## config.mk

```make
export PLATFORM = sky130hd
export DESIGN_NAME = rom_stream_reader
export DESIGN_NICKNAME = d
export VERILOG_FILES = /design/src/rtl/rom_stream_pkg.sv /design/src/rtl/sync_fifo2.sv /design/src/rtl/rom_stream_reader.sv
export SDC_FILE = /design/constraint.sdc
export NUM_CORES = 1
export LEC_CHECK = 0
export ABC_AREA = 1
export BUFFER_PORTS_ARGS = -buffer_cell sky130_fd_sc_hd__buf_2
export CORE_MARGIN = 5
export CORE_UTILIZATION = 47
export DETAILED_ROUTE_END_ITERATION = 16
export PLACE_DENSITY = 0.8
export REMOVE_ABC_BUFFERS = 1
export SLEW_MARGIN = 20
export SYNTH_ARGS = -nofsm -noshare
export SYNTH_HDL_FRONTEND = slang
export SYNTH_SLANG_ARGS = --single-unit
```

## constraint.sdc

```tcl
create_clock -name clk -period 3.88 [get_ports clk]
set_clock_uncertainty 0.1 [all_clocks]
set_input_delay 0.388 -clock clk [delete_from_list [all_inputs] [get_ports clk]]
set_output_delay 0.388 -clock clk [all_outputs]
set_load 0.01 [all_outputs]
```

## src/rtl/rom_stream_pkg.sv

```systemverilog
// Shared types and default widths for the ROM stream reader.
// Imported by the top level and its sub-modules.
package rom_stream_pkg;

   localparam int ADDR_WIDTH_DEF = 8;
   localparam int DATA_WIDTH_DEF = 8;

   typedef enum logic [1:0] {
      IDLE,
      READ,
      DRAIN,
      DONE
   } state_t;

endpackage

```

## src/rtl/sync_fifo2.sv

```systemverilog
// Two-entry synchronous FIFO.
// Head word is presented combinationally from storage.
module sync_fifo2 #(
   parameter int WIDTH = 8
) (
   input  logic             clk,
   input  logic             reset,
   input  logic             push,
   input  logic [WIDTH-1:0] push_data,
   input  logic             pop,
   output logic [WIDTH-1:0] pop_data,
   output logic [1:0]       count,
   output logic             valid
);

   logic [WIDTH-1:0] mem [2];
   logic             wr_ptr;
   logic             rd_ptr;
   logic             push_ok;
   logic             pop_ok;

   assign valid   = (count != 2'd0);
   assign push_ok = push && (count != 2'd2);
   assign pop_ok  = pop && valid;
   assign pop_data = mem[rd_ptr];

   // storage, pointers and occupancy
   always_ff @(posedge clk) begin
      if (reset) begin
         mem[0] <= '0;
         mem[1] <= '0;
         wr_ptr <= 1'b0;
         rd_ptr <= 1'b0;
         count  <= 2'd0;
      end else begin
         if (push_ok) begin
            mem[wr_ptr] <= push_data;
            wr_ptr      <= ~wr_ptr;
         end
         if (pop_ok) begin
            rd_ptr <= ~rd_ptr;
         end
         unique case ({push_ok, pop_ok})
            2'b10:   count <= count + 2'd1;
            2'b01:   count <= count - 2'd1;
            default: count <= count;
         endcase
      end
   end

endmodule

```

## src/rtl/rom_stream_reader.sv

```systemverilog
// Streams a contiguous run of ROM words over valid/ready.
// Reads are gated on registered FIFO occupancy only.
module rom_stream_reader
   import rom_stream_pkg::*;
#(
   parameter int ADDR_WIDTH = ADDR_WIDTH_DEF,
   parameter int DATA_WIDTH = DATA_WIDTH_DEF
) (
   input  logic                  clk,
   input  logic                  reset,
   input  logic                  start,
   input  logic [ADDR_WIDTH-1:0] start_addr,
   input  logic [ADDR_WIDTH:0]   length,
   output logic                  busy,
   output logic                  done,
   output logic [ADDR_WIDTH-1:0] rom_address,
   output logic                  rom_read_en,
   output logic                  rom_ce,
   input  logic [DATA_WIDTH-1:0] rom_data,
   output logic [DATA_WIDTH-1:0] out_data,
   output logic                  out_valid,
   input  logic                  out_ready
);

   localparam logic [ADDR_WIDTH-1:0] ADDR_ONE = 1;
   localparam logic [ADDR_WIDTH:0]   REM_ONE  = 1;

   state_t                  state;
   logic [ADDR_WIDTH-1:0]   cur_addr;
   logic [ADDR_WIDTH:0]     remaining;
   logic [1:0]              fifo_count;
   logic                    issue;
   logic                    pop;

   assign issue       = (state == READ) && (fifo_count < 2'd2);
   assign pop         = out_valid && out_ready;
   assign rom_address = cur_addr;
   assign rom_read_en = issue;
   assign rom_ce      = issue;
   assign busy        = (state != IDLE);
   assign done        = (state == DONE);

   sync_fifo2 #(
      .WIDTH(DATA_WIDTH)
   ) u_fifo (
      .clk      (clk),
      .reset    (reset),
      .push     (issue),
      .push_data(rom_data),
      .pop      (pop),
      .pop_data (out_data),
      .count    (fifo_count),
      .valid    (out_valid)
   );

   // run sequencer with address and word counters
   always_ff @(posedge clk) begin
      if (reset) begin
         state     <= IDLE;
         cur_addr  <= '0;
         remaining <= '0;
      end else begin
         unique case (state)
            IDLE: begin
               if (start) begin
                  cur_addr  <= start_addr;
                  remaining <= length;
                  state     <= (length != '0) ? READ : DONE;
               end
            end
            READ: begin
               if (issue) begin
                  cur_addr  <= cur_addr + ADDR_ONE;
                  remaining <= remaining - REM_ONE;
                  if (remaining == REM_ONE) state <= DRAIN;
               end
            end
            DRAIN: begin
               if (fifo_count == 2'd0 ||
                   (fifo_count == 2'd1 && pop))
                  state <= DONE;
            end
            DONE: state <= IDLE;
            default: state <= IDLE;
         endcase
      end
   end

endmodule

```

==> reports/metrics.cfg <==
[yosys]
synth_mux_area_share_pct=3.94
ys_ff_latch=40
synthXorXnorAreaFrac_pct=1.15
yosys-top-cells-area=dfxtp_1 (21%), edfxtp_1 (21%), nand2_1 (10%), nor2_1 (9.9%), ha_1 (6.6%)
synthDistinctLibCells=26
synth_top_area_share_pct=21.0
synth_top_family_by_area=simple AND/OR/NAND/NOR gates
synth_adder_area_share_pct=6.57
yosysTopAreaCell=dfxtp_1
yosysSeqAreaShare_pct=42.1
syn_area_mm2=0.00228
synth-compound-area-share_pct=10.1
avgSynthCellArea_um2=7.42
synth-simple-area-share_pct=26.8
yosys_warnings=0
synthCells=308

[placement]
io_buffer_count=49
dp_hpwl_um=3710
finalWeightedCongestion=0.908
pre_cts_ws_ns=1.48

[cts]
ctsHoldBuffers=0
clock_latency_ns=0.30
post_cts_buffers=0
htreeDepth=2
clkSinkCount=40
cts_tree=yes
cts_resized=0
cts_root_buf=clkbuf_8
clk_pin_slew_worst_paths_ns=0.08
cts_buffers=5
cts_max_path_buffers=2

[outcome]
run_status=finished, final reports clean

[route]
num_vias=2059
drt-initial-drc-count=97
drt-total-wl_um=5020
wl_per_cell_um=11.9
first_pass_iters=4
vias_per_cell=4.89
drc=0
ant_nets=0

[critical_path]
crit_type=reg -> reg
arrival_ns=2.28
ff2ff_setup_slack_ns=1.47
critical_path_required_ns=3.75
cp_slowest_cell=nand2_1
setup.worst_path.end_class=flip-flop
path_buf_inv=4
cp_slowest_stage_delay_ns=0.35
timing.rr.end=u_fifo.mem[0][7]
reg2regPathDepth=9
cp_top_family=simple AND/OR/NAND/NOR gates
worstPathCellList=inv_1 > ha_1 > buf_4 > inv_2 > nor3_2 > inv_1 > nor2_1 > nand2_1 > nand2_1
path_max_fanout=24
start_kind=flip-flop
worstReg2RegStart=state[1]

[floorplanning]
die_w_um=79.7
die-area_mm2=0.00636
core_area_mm2=0.00472
initial_core_util_pct=48.4
rows=25
die_h_um=79.7
io_pins=50

[sta]
finalCriticalPeriod_ns=2.41
fmax_mhz=415
slew_viol_final=0
rsz0062_at_grt=false
max-slew-margin-rel_pct=42.4
setup_viol=0
fin_ws_ns=1.47
worst_slew_pin_slew_ns=0.862
fin_crit_sh_pct=62.1
fin_tns_setup_ns=0
fin_hold_ws_ns=0.278
hold_viol_final=0

[hold_path]
min_from=start_addr[2]
hold_class=in -> reg
hold_depth=3
min_to=rom_address[2]

[final_layout]
n_antenna_cell=0
layout_common_cells=nand2_1 (63), nor2_1 (60), buf_2 (49)
drive_above_1_share_pct=20.3
final_common_cell=nand2_1
synthToLayoutAreaGrowth_pct=17.1
final_nets=394

[power_and_ir_drop]
powerDensity_mw_per_mm2=751
max-vdd-ir-drop_uv=328
p_leak_uw=0.00132

[global_route]
grt_overflow=0
grt_pass1_wl_um=8180
grt_pass1_vias=1910
grt_max_degree=25
grt_usage_pct=16.5
grt_antenna_before_repair=0

[run]
drv_cap=0

==> report_power, final <==
| group | switching (µW) | internal [µW] | leakage, µW |
|---|---|---|---|
| Combinational | 594 | 361 | 0.000905 |
| Sequential | 127 | 574 | 0.000364 |
| Clock | 160 | 194 | 0.0000548 |
==> worst max-delay path by stage <==
stage	startpoint	cells after the start	slack [ns]	endpoint
6_report	state[1]	9	1.47	u_fifo.mem[0][7]
5_1_grt	state[1]	7	1.20	u_fifo.mem[1][7]
3_5_place_dp	state[1]	9	1.48	u_fifo.mem[0][1]
2_1_floorplan	state[1]	8	1.53	u_fifo.mem[0][0]
3_3_place_gp	state[1]	9	1.60	u_fifo.mem[0][0]
4_1_cts	state[1]	9	1.45	u_fifo.mem[0][7]
==> metrics by stage <==
stage | instances | total power (µW) | instance area [µm²] | utilization (%)
4_1_cts | 421 | 2020 | 2680 | 56.7
3_5_place_dp | 413 | 1660 | 2560 | 54.2
2_1_floorplan | 296 | 1390 | 2220 | -
5_1_grt | 421 | 2190 | 2680 | 56.7
6_report | 421 | 2010 | 2680 | 56.7
3_3_place_gp | 413 | 1630 | 2560 | 54.2
==> state kept, by name, indices dropped and copies added, names as in the netlist, named ones only <==
signal / cells
rom_address: 8
u_fifo.rd_ptr: 1
u_fifo.count: 2
u_fifo.mem: 16
u_fifo.wr_ptr: 1
state: 2
remaining: 9
==> cells in the mapped netlist (all sizes together) <==
| cell | number |
|---|---|
| or2 | 1 |
| dfxtp | 24 |
| o211a | 1 |
| ha | 12 |
| nand2 | 63 |
| inv | 41 |
| nand3 | 20 |
| buf | 6 |
| a31oi | 1 |
| o22ai | 1 |
| clkbuf | 6 |
| edfxtp | 16 |
| nor2 | 60 |
| o211ai | 2 |
| nand4 | 3 |
| o21ai | 17 |
| a21oi | 20 |
| mux2 | 8 |
| xor2 | 3 |
| nor3 | 3 |
==> final cells by class <==
| type | instances | area (µm²) |
|---|---|---|
| clock inverter | 3 | 46.3 |
| multi-input combinational | 215 | 1110 |
| timing repair buffer | 50 | 253 |
| tap | 67 | 83.8 |
| sequential | 40 | 961 |
| fill | 462 | 2050 |
| clock buffer | 5 | 68.8 |
| inverter | 41 | 154 |
==> worst register-to-register path: stages, from the launching register on <==
cell	delay, ns
dfxtp_1	0.33
inv_1	0.11
ha_1	0.15
buf_4	0.25
inv_2	0.22
nor3_2	0.19
inv_1	0.09
nor2_1	0.09
nand2_1	0.19
nand2_1	0.35
==> per-layer routing <==
metal	GRT usage, %	part of all wire [%]
met3	4.06	6.3
met1	20.2	44
met4	7.73	2.1
met5	0	0
met2	27.0	47
==> kinds of logic after synthesis <==
kind of cell	count (synthesis)
multiplexers	8
adder cells (fa/ha/maj)	12
XOR/XNOR	3
AND/OR/NAND/NOR	150
buffers and inverters	53
flip-flops	40
AO/OA/AOI/OAI	42
(Power assumes the default switching activity.)
